===== config.mk =====
export PLATFORM = sky130hd
export DESIGN_NAME = icache_fetch_responder
export DESIGN_NICKNAME = d
export VERILOG_FILES = /design/src/rtl/icache_fetch_responder.sv
export SDC_FILE = /design/constraint.sdc
export NUM_CORES = 1
export LEC_CHECK = 0
export CORE_ASPECT_RATIO = 1.5
export CORE_UTILIZATION = 54
export CTS_CLUSTER_DIAMETER = 80
export DETAILED_ROUTE_END_ITERATION = 8
export PLACE_DENSITY_LB_ADDON = 0.3
export REMOVE_ABC_BUFFERS = 1
export SYNTH_ARGS = -nofsm -noshare
export SYNTH_HDL_FRONTEND = slang
export SYNTH_SLANG_ARGS = --single-unit

===== constraint.sdc =====
create_clock -name CLK -period 15.19 [get_ports CLK]
set_input_delay 2.2785 -clock CLK [delete_from_list [all_inputs] [get_ports CLK]]
set_output_delay 2.2785 -clock CLK [all_outputs]
set_load 0.01 [all_outputs]

===== src/rtl/icache_fetch_responder.sv =====
// Direct-mapped instruction cache between the CPU fetch port and instruction memory.
// Hits answer combinationally; misses stall on BUSYWAIT while one 128-bit block refills.
module icache_fetch_responder #(
    parameter int TAG_BITS   = 3,
    parameter int INDEX_BITS = 3
) (
    input  logic                           CLK,
    input  logic                           RESET,
    input  logic [31:0]                    PC,
    output logic [31:0]                    INSTRUCTION,
    output logic                           BUSYWAIT,
    output logic                           imem_read,
    output logic [TAG_BITS+INDEX_BITS-1:0] imem_address,
    input  logic [127:0]                   imem_readdata,
    input  logic                           imem_busywait
);

    localparam int NBLK  = 1 << INDEX_BITS;
    localparam int ABITS = TAG_BITS + INDEX_BITS;

    typedef enum logic [1:0] {
        IDLE,
        MEM_READ,
        UPDATE
    } state_t;

    state_t                  state;
    logic [NBLK-1:0]         valid;
    logic [TAG_BITS-1:0]     tags [NBLK];
    logic [127:0]            data [NBLK];
    logic [ABITS-1:0]        miss_addr;
    logic                    read_q;

    logic [INDEX_BITS-1:0]   pc_idx;
    logic [TAG_BITS-1:0]     pc_tag;
    logic [ABITS-1:0]        pc_blk;
    logic [INDEX_BITS-1:0]   miss_idx;
    logic [TAG_BITS-1:0]     miss_tag;
    logic                    hit;
    logic                    unused;

    assign pc_idx   = PC[4 +: INDEX_BITS];
    assign pc_tag   = PC[4+INDEX_BITS +: TAG_BITS];
    assign pc_blk   = {pc_tag, pc_idx};
    assign miss_idx = miss_addr[INDEX_BITS-1:0];
    assign miss_tag = miss_addr[ABITS-1:INDEX_BITS];
    assign hit      = valid[pc_idx] && (tags[pc_idx] == pc_tag);
    assign unused   = ^{PC[31:4+ABITS], PC[1:0]};

    always_ff @(posedge CLK) begin
        if (RESET) begin
            state     <= IDLE;
            valid     <= '0;
            read_q    <= 1'b0;
            miss_addr <= '0;
        end else begin
            unique case (state)
                IDLE: begin
                    if (!hit) begin
                        miss_addr <= pc_blk;
                        read_q    <= 1'b1;
                        state     <= MEM_READ;
                    end
                end
                MEM_READ: begin
                    if (!imem_busywait) begin
                        read_q <= 1'b0;
                        state  <= UPDATE;
                    end
                end
                UPDATE: begin
                    valid[miss_idx] <= 1'b1;
                    state           <= IDLE;
                end
                default: begin
                    read_q <= 1'b0;
                    state  <= IDLE;
                end
            endcase
        end
    end

    // Tag and data arrays hold no reset; the valid bits alone guard them.
    always_ff @(posedge CLK) begin
        if (!RESET && state == UPDATE) begin
            tags[miss_idx] <= miss_tag;
            data[miss_idx] <= imem_readdata;
        end
    end

    always_comb begin
        INSTRUCTION  = '0;
        BUSYWAIT     = 1'b0;
        imem_read    = 1'b0;
        imem_address = '0;
        if (!RESET) begin
            INSTRUCTION  = data[pc_idx][{PC[3:2], 5'b0} +: 32];
            BUSYWAIT     = (state == IDLE) ? !hit : 1'b1;
            imem_read    = read_q;
            imem_address = miss_addr;
        end
    end

endmodule

* Word level (Yosys, flattened, before mapping)
Memories as Yosys holds them, arrays and structs flattened.
Cells that the tools add are included.
** Storage, ports and cells
- Register bits after elaboration :: 17
- Latch bits :: 0
- RAM bits :: 1048
- Memory bits (read-only) :: 0
- Bits of input ports :: 163
- Output and inout bits :: 40
- Word-level logic and storage cells :: 44
- Memories kept :: 2
** Memory list
- data :: depth 8, width 128, read ports 1, clocked after Yosys merged registers in 0, write ports 1, line 30 : logic [127:0] data [NBLK];
- tags :: depth 8, width 3, read ports 1, clocked after Yosys merged registers in 0, write ports 1, line 29 : logic [TAG_BITS-1:0] tags [NBLK];
** Operators by class
- Add/sub/neg operators :: 0
- $mul :: 0
- Div/mod/pow operators :: 0
- $lt $le $gt $ge :: 3
- Equal/unequal tests :: 5
- Shift-type cells :: 1
- Mux-type cells :: 17
- Bitwise logic cells :: 3
- Reduce and logical (&&, ||, !) cells :: 9
** Operators by type and width (count)
- indexed part select 128 x 8 -> 32 bit :: 1
- 2-to-1 mux 32 bit :: 1
- 2-to-1 mux 1 bit :: 9
- less-than comparator 3 x 4 -> 1 bit, second input constant :: 2
- bitwise OR 8 bit :: 1
- 2-to-1 mux 6 bit :: 1
- 2-to-1 mux 2 bit :: 2
- inequality test 2 bit, second input constant :: 2
- one-hot mux 2 bit (2 select lines) :: 1
- AND reduction 2 bit :: 2
- binary-select mux 1 bit (select 3 bit) :: 1
- demux 1 bit (select 3 bit) :: 1
- == test 3 bit :: 1
- greater-or-equal comparator 3 x 1 -> 1 bit, second input constant :: 1
- logical AND 1 bit :: 3
- one-hot mux 1 bit (3 select lines) :: 1
- AND reduction 3 bit :: 1
- == test 2 x 1 -> 1 bit, second input constant :: 1
- == test 2 bit, second input constant :: 1
- logical NOT 1 bit :: 2
- logical NOT 2 bit :: 1
- NOT 1 bit :: 2

* Depth between registers and ports, before layout
Gate-level depths: netlist of the first run.
- Depth in word-level cells :: 6
- Depth in mapped cells :: 8
- Depth with buffers taken out :: 6

* Least setup slack after synthesis of the first run
OpenSTA, ideal clock, no wires.
- Kind :: input to register
- From :: input port RESET
- To :: memory data[2][0], enable pin
- Arrival :: 14.931 ns
- Required time :: 14.243 ns
- Setup slack :: -0.688 ns
- Cell stages on the path :: 2
- Buffers on the path :: 1
- Cells stage by stage :: clkbuf_1 nor4_1
** On the way
- Cells in the longest elaborated chain, start to end :: 4
** Ends and longest elaborated chain
- start, declared :: line 8 : input logic RESET,
- logical NOT 1 bit
- logical AND 1 bit :: line 85 : if (!RESET && state == UPDATE) begin
- 2-to-1 mux 1 bit :: line 85
- 2-to-1 mux 1 bit (not written as such) :: line 87 : data[miss_idx] <= imem_readdata;
- end, declared :: line 30
Every way passes these cells.

* Final worst setup path of the first run
- From :: input port PC[4]
- To :: output port INSTRUCTION[17]
** On the way
- Cells in the longest elaborated chain, start to end :: 3
** Ends and longest elaborated chain
- start, declared :: line 9 : input logic [31:0] PC,
- memory (8 x 128 bit)
- indexed part select 128 x 8 -> 32 bit :: line 97 : INSTRUCTION = data[pc_idx][{PC[3:2], 5'b0} +: 32];
- 2-to-1 mux 32 bit :: line 96 : if (!RESET) begin
- end, declared :: line 10 : output logic [31:0] INSTRUCTION,
Every way passes these cells.

==> results of run 1 <==
==> worst max-delay path by stage <==
| stage | start | end | slack (ns) | depth (start not counted) |
|---|---|---|---|---|
| after floorplan | RESET | data[0][0] | -0.51 | 1 |
| after global placement | PC[4] | INSTRUCTION[29] | 6.36 | 8 |
| after detailed placement | PC[4] | INSTRUCTION[17] | 6.31 | 8 |
| after CTS | PC[4] | INSTRUCTION[17] | 6.31 | 8 |
| after global routing | PC[4] | INSTRUCTION[17] | 6.07 | 8 |
| final | PC[4] | INSTRUCTION[17] | 6.49 | 8 |
==> stage by stage <==
step	hold slack [ns]	TNS [ns]
after floorplan	0.421	-132.97
after global placement	0.427	0
after detailed placement	0.437	0
after CTS	0.449	0
after global routing	0.481	0
final	0.452	0
==> synth_stat cells <==
library cell | count | area (µm²)
a2111oi_1 | 1 | 10.0
a21boi_0 | 1 | 7.51
a21o_1 | 8 | 60.1
a21oi_1 | 1 | 5.00
a41oi_4 | 1 | 27.5
and4_1 | 1 | 8.76
buf_1 | 10 | 37.5
buf_2 | 18 | 90.1
buf_4 | 6 | 45.0
buf_6 | 8 | 90.1
clkbuf_1 | 42 | 158
dfxtp_1 | 17 | 340
edfxtp_1 | 1048 | 31500
inv_1 | 2 | 7.51
inv_2 | 2 | 7.51
mux2_1 | 5 | 56.3
mux2_2 | 1 | 11.3
mux2i_1 | 45 | 450
mux4_2 | 325 | 7320
nand2_1 | 4 | 15.0
nand2b_1 | 1 | 6.26
nand3_1 | 1 | 5.00
nand3b_1 | 1 | 7.51
nor2_1 | 39 | 146
nor2b_1 | 11 | 68.8
nor3_1 | 2 | 10.0
nor4_1 | 3 | 18.8
o21a_1 | 1 | 7.51
xor2_1 | 3 | 26.3
==> placed cells by master (no fill, tap or decap), types with 6 or more instances in the layout <==
cell and n:
bufinv_16 11, mux2i_1 45, clkbuf_16 93, mux4_2 325, buf_12 6, nor2b_1 11
buf_4 18, edfxtp_1 1048, a21o_1 8, nor2_1 35, clkbuf_1 24, clkdlybuf4s50_1 172
clkinv_1 10, dfxtp_1 17, clkinv_2 14
==> flip-flops by register name (all words and copies together), names as in the netlist <==
name,count
data,1024
tags,24
valid,8
miss_addr,6
state,2
read_q,1
==> cells by family (layout without fill, tap and decap cells) <==
logic type / Yosys count / after routing
AOI/OAI and AO/OA: 13 / 13
xor gates and xnor gates: 3 / 3
buffers and inverters: 88 / 369
DFF: 1065 / 1065
muxes: 376 / 376
other: 0 / 5
and+or+nand+nor: 63 / 63
==> layout make-up <==
type / count / share of cell area [%]
tap: 992 / 2.67
inverter: 4 / 0.0324
sequential: 1065 / 68.5
clock inverter: 47 / 1.19
multi-input combinational: 455 / 17.9
antenna: 5 / 0.0270
clock buffer: 118 / 5.24
timing repair buffer: 200 / 4.36
==> report_power, final <==
part | total (mW) | internal [mW] | switching (mW)
Clock | 2.32 | 1.32 | 0.998
Combinational | 0.285 | 0.148 | 0.137
Sequential | 3.24 | 3.24 | 0.00472
Total | 5.84 | 4.70 | 1.14
==> per-layer routing <==
layer	track usage [%]	routed length, µm	up-vias
li1	-	-	7396
met3	4.39	4550	122
met5	0	193	-
met1	27.8	30900	9386
met2	36.1	40700	489
met4	6.63	1450	28
==> critical path, cell delays in order <==
cell and delay, ns:
buf_8 0.48, buf_4 0.81, buf_4 0.82, mux4_2 0.61, mux4_2 0.48, mux2i_1 0.18
nor2_1 0.10, clkdlybuf4s50_1 0.54
==> results by group, run 1 <==
Global routing
  • First-pass GRT wire length: 117 mm
  • Antenna violations before repair: 18
  • Largest net degree at the start of global routing: roughly 130
  • Vias in the first global route: roughly 19000
  • Gr usage total: about a fifth
  • Global route overflow: 0

Final layout
  • Final #Nets: slightly below 2000
  • Design area: between 40000 and 50000 µm²
  • Area Growth Syn to Fin: 14.5%
  • Util after Layout: a little over three fifths
  • Finished Layout Cells: 2886
  • Share of cells above drive strength 1: a little over a quarter
  • Multi-input gate area: around 8300 µm²
  • Fillers: between 4000 and 5000
  • FF+latch area: approximately 32000 µm²

Setup path
  • Startpoint Class: input port
  • Worst-path fanout max: 61
  • Reg2reg path depth: 6
  • Reg2reg setup slack: 12.13 ns
  • CP Data Required Time: approximately 13 ns
  • Worst setup path class: input port to output port
  • FF-to-FF End: data[5][35]
  • Setup crit end kind: output port
  • Crit path DAT: 6.42 ns
  • Worst r2r src: miss_addr[0]

CTS
  • Clk buf depth: 3
  • Clock latency at the later pin of the worst-skew pair: between 0.6 and 0.7 ns
  • H-tree lvl count: 3
  • Post-CTS setup buffers: 0
  • Clock-pin slew on the worst setup and hold paths: about 0.060 ns
  • CTS buffer count: 91
  • CTS tree: done
  • Hold-fix buffers, CTS: 0
  • CTS sink cnt: 1065
  • Root buffer cell: clkbuf_16
  • Post_cts resized: 0

Detailed routing
  • Via Count: around 17000
  • Initial DRC Count: ~1400
  • Drt first pass iters: 5
  • DRC: 0
  • Vias per inst: slightly above 6
  • Final WL: around 80 mm
  • Antenna viol nets, final: 0
  • Drt wl/cell: 27.0 µm

Worst hold path
  • Hold_sp: valid[3]
  • Hold Path Depth: 1
  • Worst hold path type: flip-flop to flip-flop
  • Hold Path End: valid[3]

Logic synthesis
  • Syn Area/Cell: between 20 and 30 µm²
  • Post-Syn Area: around 41000 µm²
  • Post-Synth Adder-Cell Area: 0%
  • Ys Warns: 0
  • Synth Area in Simple Gates: less than 1%
  • Synth Area in Compound Gates: less than 1%
  • Mux cell area share after synthesis: about a fifth
  • Synthesized instance count: 1608
  • FF+latch count, synth: around 1100
  • Largest family of logic cells by synthesized area: multiplexers
  • Post-synthesis cell type count: 29
  • Seq/Total Area, Yosys: between 70% and 80%
  • Post-synthesis xor/xnor area fraction: less than 1%

Placement
  • DP Cell Count: about 2700
  • Place WS: 6.31 ns
  • Port bufs: around 180
  • GP Congestion: 0.706
  • Area after DPL: between 40000 and 50000 µm²
  • DPL Wire Length: 38.0 mm

Floorplanning
  • Core Region: 74000 µm²
  • Die area: 76100 µm²
  • Initial Utilization: between 50 and 60%
  • Std-Cell Rows: roughly 120
  • Die X: roughly 230 µm
  • Die span in y: between 300 and 400 µm
  • Ports: 203

Power
  • Max IR drop VDD: 0.0762 mV
  • Leakage: about 14 nW
  • Tot Pwr: about 6 mW
  • Pwr Density: between 100 and 150 nW/µm²

Timing
  • Rel. slew slack: 33.3%
  • Final setup fails: 0
  • RSZ-0062 raised after global routing: no
  • Final worst setup slack: ~6.5 ns
  • Fin crit share: a little under three fifths
  • Endpoints failing hold: 0
  • Worst-Margin Slew: 1.00 ns
  • Clock Skew: 0.0240 ns
  • Time the worst path needs with I/O delays and setup: a little under 9 ns
  • Pins Over Slew Limit: 0
  • Max Fclk: approximately 110 MHz

Run status
  • Status: completed

Job
  • Maxcap violations: 0
No activity file was read; power rests on OpenSTA's default activity.
==> run 2: changes to the inputs <==
CORE_UTILIZATION = 60   (was 54)
clock period = 8.08 ns   (was 15.19 ns; I/O delays follow)
==> run 2 against run 1 <==
Net effect: die area fell by 9.9%; highest routed layer unchanged; hold slack improved by 0.0011 ns; largest cell class unchanged; count of clock-buffer cells in the layout fell by 2; design area barely moved.
==> results by group, run 2 (synthesized netlist as in run 1, its figures left out) <==
Setup path
  • Worst r2r src: state[1]
  • FF-to-FF End: data[6][39]
  • Reg2reg setup slack: between 5 and 6 ns
  • Worst setup path class: input port to output port
  • CP Data Required Time: 6.87 ns
  • Worst-path fanout max: 74
  • Reg2reg path depth: 3
  • Crit path DAT: approximately 4.3 ns
  • Startpoint Class: input port
  • Setup crit end kind: output port

Floorplanning
  • Core Region: between 60000 and 70000 µm²
  • Std-Cell Rows: around 120
  • Initial Utilization: between 60% and 70%
  • Die X: between 200 and 250 µm
  • Die span in y: ~320 µm
  • Ports: 203
  • Die area: ~70000 µm²

Job
  • Maxcap violations: 0

Final layout
  • Util after Layout: 69.6%
  • Share of cells above drive strength 1: 26.3%
  • Biggest regs: data: 1024 flops, tags: 24 flops, valid: 8 flops
  • Most frequent cells in the layout: edfxtp_1 (1048), mux4_2 (325), clkdlybuf4s50_1 (172)
  • Final #Nets: 1984
  • Commonest non-fill, non-tap cell in the layout: edfxtp_1
  • Max reg flops: slightly above 1000
  • Area Growth Syn to Fin: 14.6%
  • Largest Register: data

Worst hold path
  • Worst hold path type: flip-flop to flip-flop
  • Hold Path End: valid[2]
  • Hold_sp: valid[2]
  • Hold Path Depth: 1

Timing
  • Worst-Margin Slew: 1.07 ns
  • RSZ-0062 raised after global routing: no
  • Setup TNS: 0 ns
  • Endpoints failing hold: 0
  • Clock Skew: 0.0218 ns
  • Max Fclk: about 180 MHz
  • Fin crit share: 68.5%
  • Pins Over Slew Limit: 0
  • Final setup fails: 0
  • Time the worst path needs with I/O delays and setup: ~5.5 ns
  • Rel. slew slack: between 20 and 30%
  • WHS: about 0.45 ns

Power
  • Leakage: 14.5 nW
  • Pwr Density: 239 nW/µm²
  • Max IR drop VDD: between 0.15 and 0.2 mV

Placement
  • Port bufs: 178
  • DPL Wire Length: approximately 39 mm
  • GP Congestion: approximately 0.7

CTS
  • CTS tree: done
  • Clock latency at the later pin of the worst-skew pair: 0.66 ns
  • CTS buffer count: 93
  • Post-CTS setup buffers: 0
  • Post_cts resized: 0
  • H-tree lvl count: 3
  • Root buffer cell: clkbuf_16
  • CTS sink cnt: between 1000 and 1500
  • Clk buf depth: 3
  • Hold-fix buffers, CTS: 0
  • Clock-pin slew on the worst setup and hold paths: approximately 0.060 ns

Detailed routing
  • Vias per inst: between 6 and 7
  • Initial DRC Count: between 1500 and 2000
  • Antenna viol nets, final: 0
  • Final WL: between 80 and 90 mm
  • Drt first pass iters: 5
  • DRC: 0
  • Via Count: roughly 18000
  • Drt wl/cell: 29.0 µm

Global routing
  • Largest net degree at the start of global routing: roughly 130
  • Global route overflow: 0
  • Gr usage total: 24.2%
  • Vias in the first global route: roughly 19000
  • Antenna violations before repair: 11
  • First-pass GRT wire length: 120 mm

Run status
  • Status: completed
==> run 2: metrics by stage <==
step / setup WS [ns] / instance area (µm²) / power, mW / cells
4_1_cts: 2.45 / 46400 / 11.2 / 2781
5_1_grt: 2.31 / 46400 / 11.4 / 2783
2_1_floorplan: -6.55 / 40100 / 6.45 / 1524
6_report: 2.55 / 46400 / 11.1 / 2783
3_5_place_dp: 2.47 / 43400 / 6.76 / 2611
3_3_place_gp: 2.48 / 43400 / 6.74 / 2611
==> run 2: power by group <==
group          total [mW]  switching [mW]  internal, mW
logic               0.544           0.263         0.281
clock network        4.48            1.89          2.59
registers            6.09         0.00931          6.08
total                11.1            2.16          8.95
==> run 2: critical path: stages <==
cell             delay (ns)
buf_8                  0.62
buf_12                 0.41
mux4_2                 0.58
mux4_2                 0.49
mux2i_1                0.22
nor2_1                 0.07
clkdlybuf4s50_1        0.51
==> run 2: final cells by class <==
type	instances	area (µm²)
clock inverter	54	607
clock buffer	116	2480
timing repair buffer	202	2100
inverter	4	15.0
sequential	1065	31800
multi-input combinational	455	8320
tap	885	1110
antenna	2	5.00
fill	3939	20300
==> run 2: layer usage <==
layer / share of wire (%) / track usage [%] / up-vias
met4: 2.3 / 8.10 / 18
li1: - / - / 7399
met3: 5.8 / 3.99 / 132
met2: 52 / 40.4 / 632
met1: 39 / 32.9 / 9514
met5: 0.15 / 0 / -
==> run 2: how the worst max path moves through the flow <==
stage	slack, ns	endpoint	start
global route	2.31	INSTRUCTION[5]	PC[4]
global placement	2.48	INSTRUCTION[17]	PC[4]
CTS	2.45	INSTRUCTION[13]	PC[4]
finish	2.55	INSTRUCTION[10]	PC[4]
floorplan	-6.55	data[0][0]	RESET
detailed placement	2.47	INSTRUCTION[19]	PC[4]
==> run 3: changes to the inputs <==
clock period = 5.3 ns   (was 8.08 ns; I/O delays follow)
==> run 3 against run 2 <==
Net effect: design area grew 0.42%; flip-flop and latch count unchanged; cell count up 0.90%; routed wire length increased by 2.9%; critical path type unchanged; critical path depth is 1 higher; clock skew down 0.0062 ns.
==> results by group, run 3 (synthesized netlist as in run 1, its figures left out) <==
Run status
  • Status: completed

Detailed routing
  • Uppermost layer routed: met5
  • Met2 routed WL: approximately 44 mm
  • Met3 Wirelength: around 5.3 mm
  • Met1 Routed Length: approximately 32 mm
  • Vias per inst: approximately 6.4
  • Antenna viol nets, final: 0
  • Via Count: ~18000
  • Drt wl/cell: around 30 µm
  • Final WL: ~83 mm
  • Drt first pass iters: 7
  • Initial DRC Count: around 1600
  • DRC: 0

Global routing
  • First-pass GRT wire length: approximately 120 mm
  • Gr usage total: approximately a quarter
  • Vias in the first global route: 19200
  • Global route overflow: 0
  • Antenna violations before repair: 11
  • Largest net degree at the start of global routing: 100

Setup path
  • Reg2reg path depth: 5
  • Worst-path fanout max: 33
  • Setup crit end kind: output port
  • Crit path DAT: between 3 and 4 ns
  • Reg2reg setup slack: roughly 2.9 ns
  • CP Data Required Time: ~4.5 ns
  • Worst r2r src: miss_addr[0]
  • Worst setup path class: input port to output port
  • Startpoint Class: input port
  • FF-to-FF End: tags[7][0]

Timing
  • Pins Over Slew Limit: 0
  • Endpoints failing hold: 0
  • Rel. slew slack: around a third
  • Time the worst path needs with I/O delays and setup: 4.30 ns
  • Max Fclk: roughly 230 MHz
  • Worst-Margin Slew: just under 1 ns
  • RSZ-0062 raised after global routing: no
  • Final setup fails: 0
  • Final worst setup slack: 0.998 ns
  • Fin crit share: 81.2%
  • Clock Skew: 0.0156 ns

Power
  • Leakage: between 10 and 15 nW
  • Pwr Density: about 360 nW/µm²
  • Tot Pwr: 16.7 mW
  • Max IR drop VDD: roughly 0.28 mV

Placement
  • GP Congestion: around 0.7
  • Port bufs: between 150 and 200
  • Place WS: around 0.96 ns
  • DP Cell Count: around 2600
  • DPL Wire Length: between 40 and 50 mm

CTS
  • Post_cts resized: 0
  • Hold-fix buffers, CTS: 0
  • Clock-pin slew on the worst setup and hold paths: 0.06 ns
  • CTS sink cnt: about 1100
  • Post-CTS setup buffers: 0
  • Root buffer cell: clkbuf_16
  • Clock latency at the later pin of the worst-skew pair: around 0.65 ns
  • Clk buf depth: 3
  • H-tree lvl count: 3
  • CTS tree: done
  • CTS buffer count: between 90 and 100

Worst hold path
  • Hold Path Depth: 1
  • Worst hold path type: flip-flop to flip-flop
  • Hold Path End: valid[2]
  • Hold_sp: valid[2]

Final layout
  • Largest Register: data
  • Share of cells above drive strength 1: around 27%
  • Final #Nets: roughly 2000
  • Max reg flops: between 1000 and 1500
  • Finished Layout Cells: 2808
  • Commonest non-fill, non-tap cell in the layout: edfxtp_1
  • Biggest regs: data: 1024 flops, tags: 24 flops, valid: 8 flops
  • Util after Layout: approximately 70%
  • Area Growth Syn to Fin: 15.1%
  • Most frequent cells in the layout: edfxtp_1 (1048), mux4_2 (325), clkdlybuf4s50_1 (172)

Floorplanning
  • Die span in y: 320 µm
  • Std-Cell Rows: around 120
  • Ports: 203
  • Die X: ~210 µm
  • Core Region: roughly 67000 µm²
  • Die area: around 69000 µm²
  • Initial Utilization: between 60% and 70%

Job
  • Maxcap violations: 0
## run 3: metrics by stage
| stage | hold WS (ns) | TNS [ns] | area, µm² |
|---|---|---|---|
| finish | 0.456 | 0 | 46600 |
| global route | 0.484 | 0 | 46600 |
| CTS | 0.460 | 0 | 46600 |
| detailed placement | 0.446 | 0 | 43700 |
| global placement | 0.428 | 0 | 43700 |
| floorplan | 0.421 | -4845.43 | 40100 |
## run 3: worst max-delay path by stage
| stage | end | from | slack, ns |
|---|---|---|---|
| 5_1_grt | BUSYWAIT | PC[4] | 0.87 |
| 3_3_place_gp | BUSYWAIT | PC[4] | 0.97 |
| 3_5_place_dp | BUSYWAIT | PC[4] | 0.96 |
| 4_1_cts | BUSYWAIT | PC[4] | 0.95 |
| 6_report | BUSYWAIT | PC[4] | 1.0 |
| 2_1_floorplan | data[0][0] | RESET | -8.91 |
## run 3: cell type report
cell class,instances,area (µm²)
fillers,3903,20100
multi-input cells,455,8320
clock inverters,43,414
inverters,4,15.0
repair buffers,227,2450
diodes,5,12.5
well taps,885,1110
flip-flops and latches,1065,31800
clock buffers,124,2510
## run 3: per-layer routing
layer | GRT usage [%] | vias to the layer above
met5 | 0 | -
met4 | 6.95 | 10
met3 | 4.40 | 108
met2 | 43.1 | 676
met1 | 32.9 | 9663
li1 | - | 7440
## run 3: critical path, stage by stage
cell             delay, ns
buf_8                 0.29
buf_12                0.32
buf_4                 0.24
mux4_2                0.51
mux2_2                0.33
and4_1                0.22
a21oi_1               0.15
clkdlybuf4s50_1       0.56
## run 3: report_power, final
| group | internal [mW] | switching (mW) | leakage [nW] |
|---|---|---|---|
| clock network | 3.67 | 2.86 | 1.42 |
| logic | 0.441 | 0.411 | 3.65 |
| registers | 9.27 | 0.0152 | 9.56 |
| total | 13.4 | 3.29 | 14.6 |
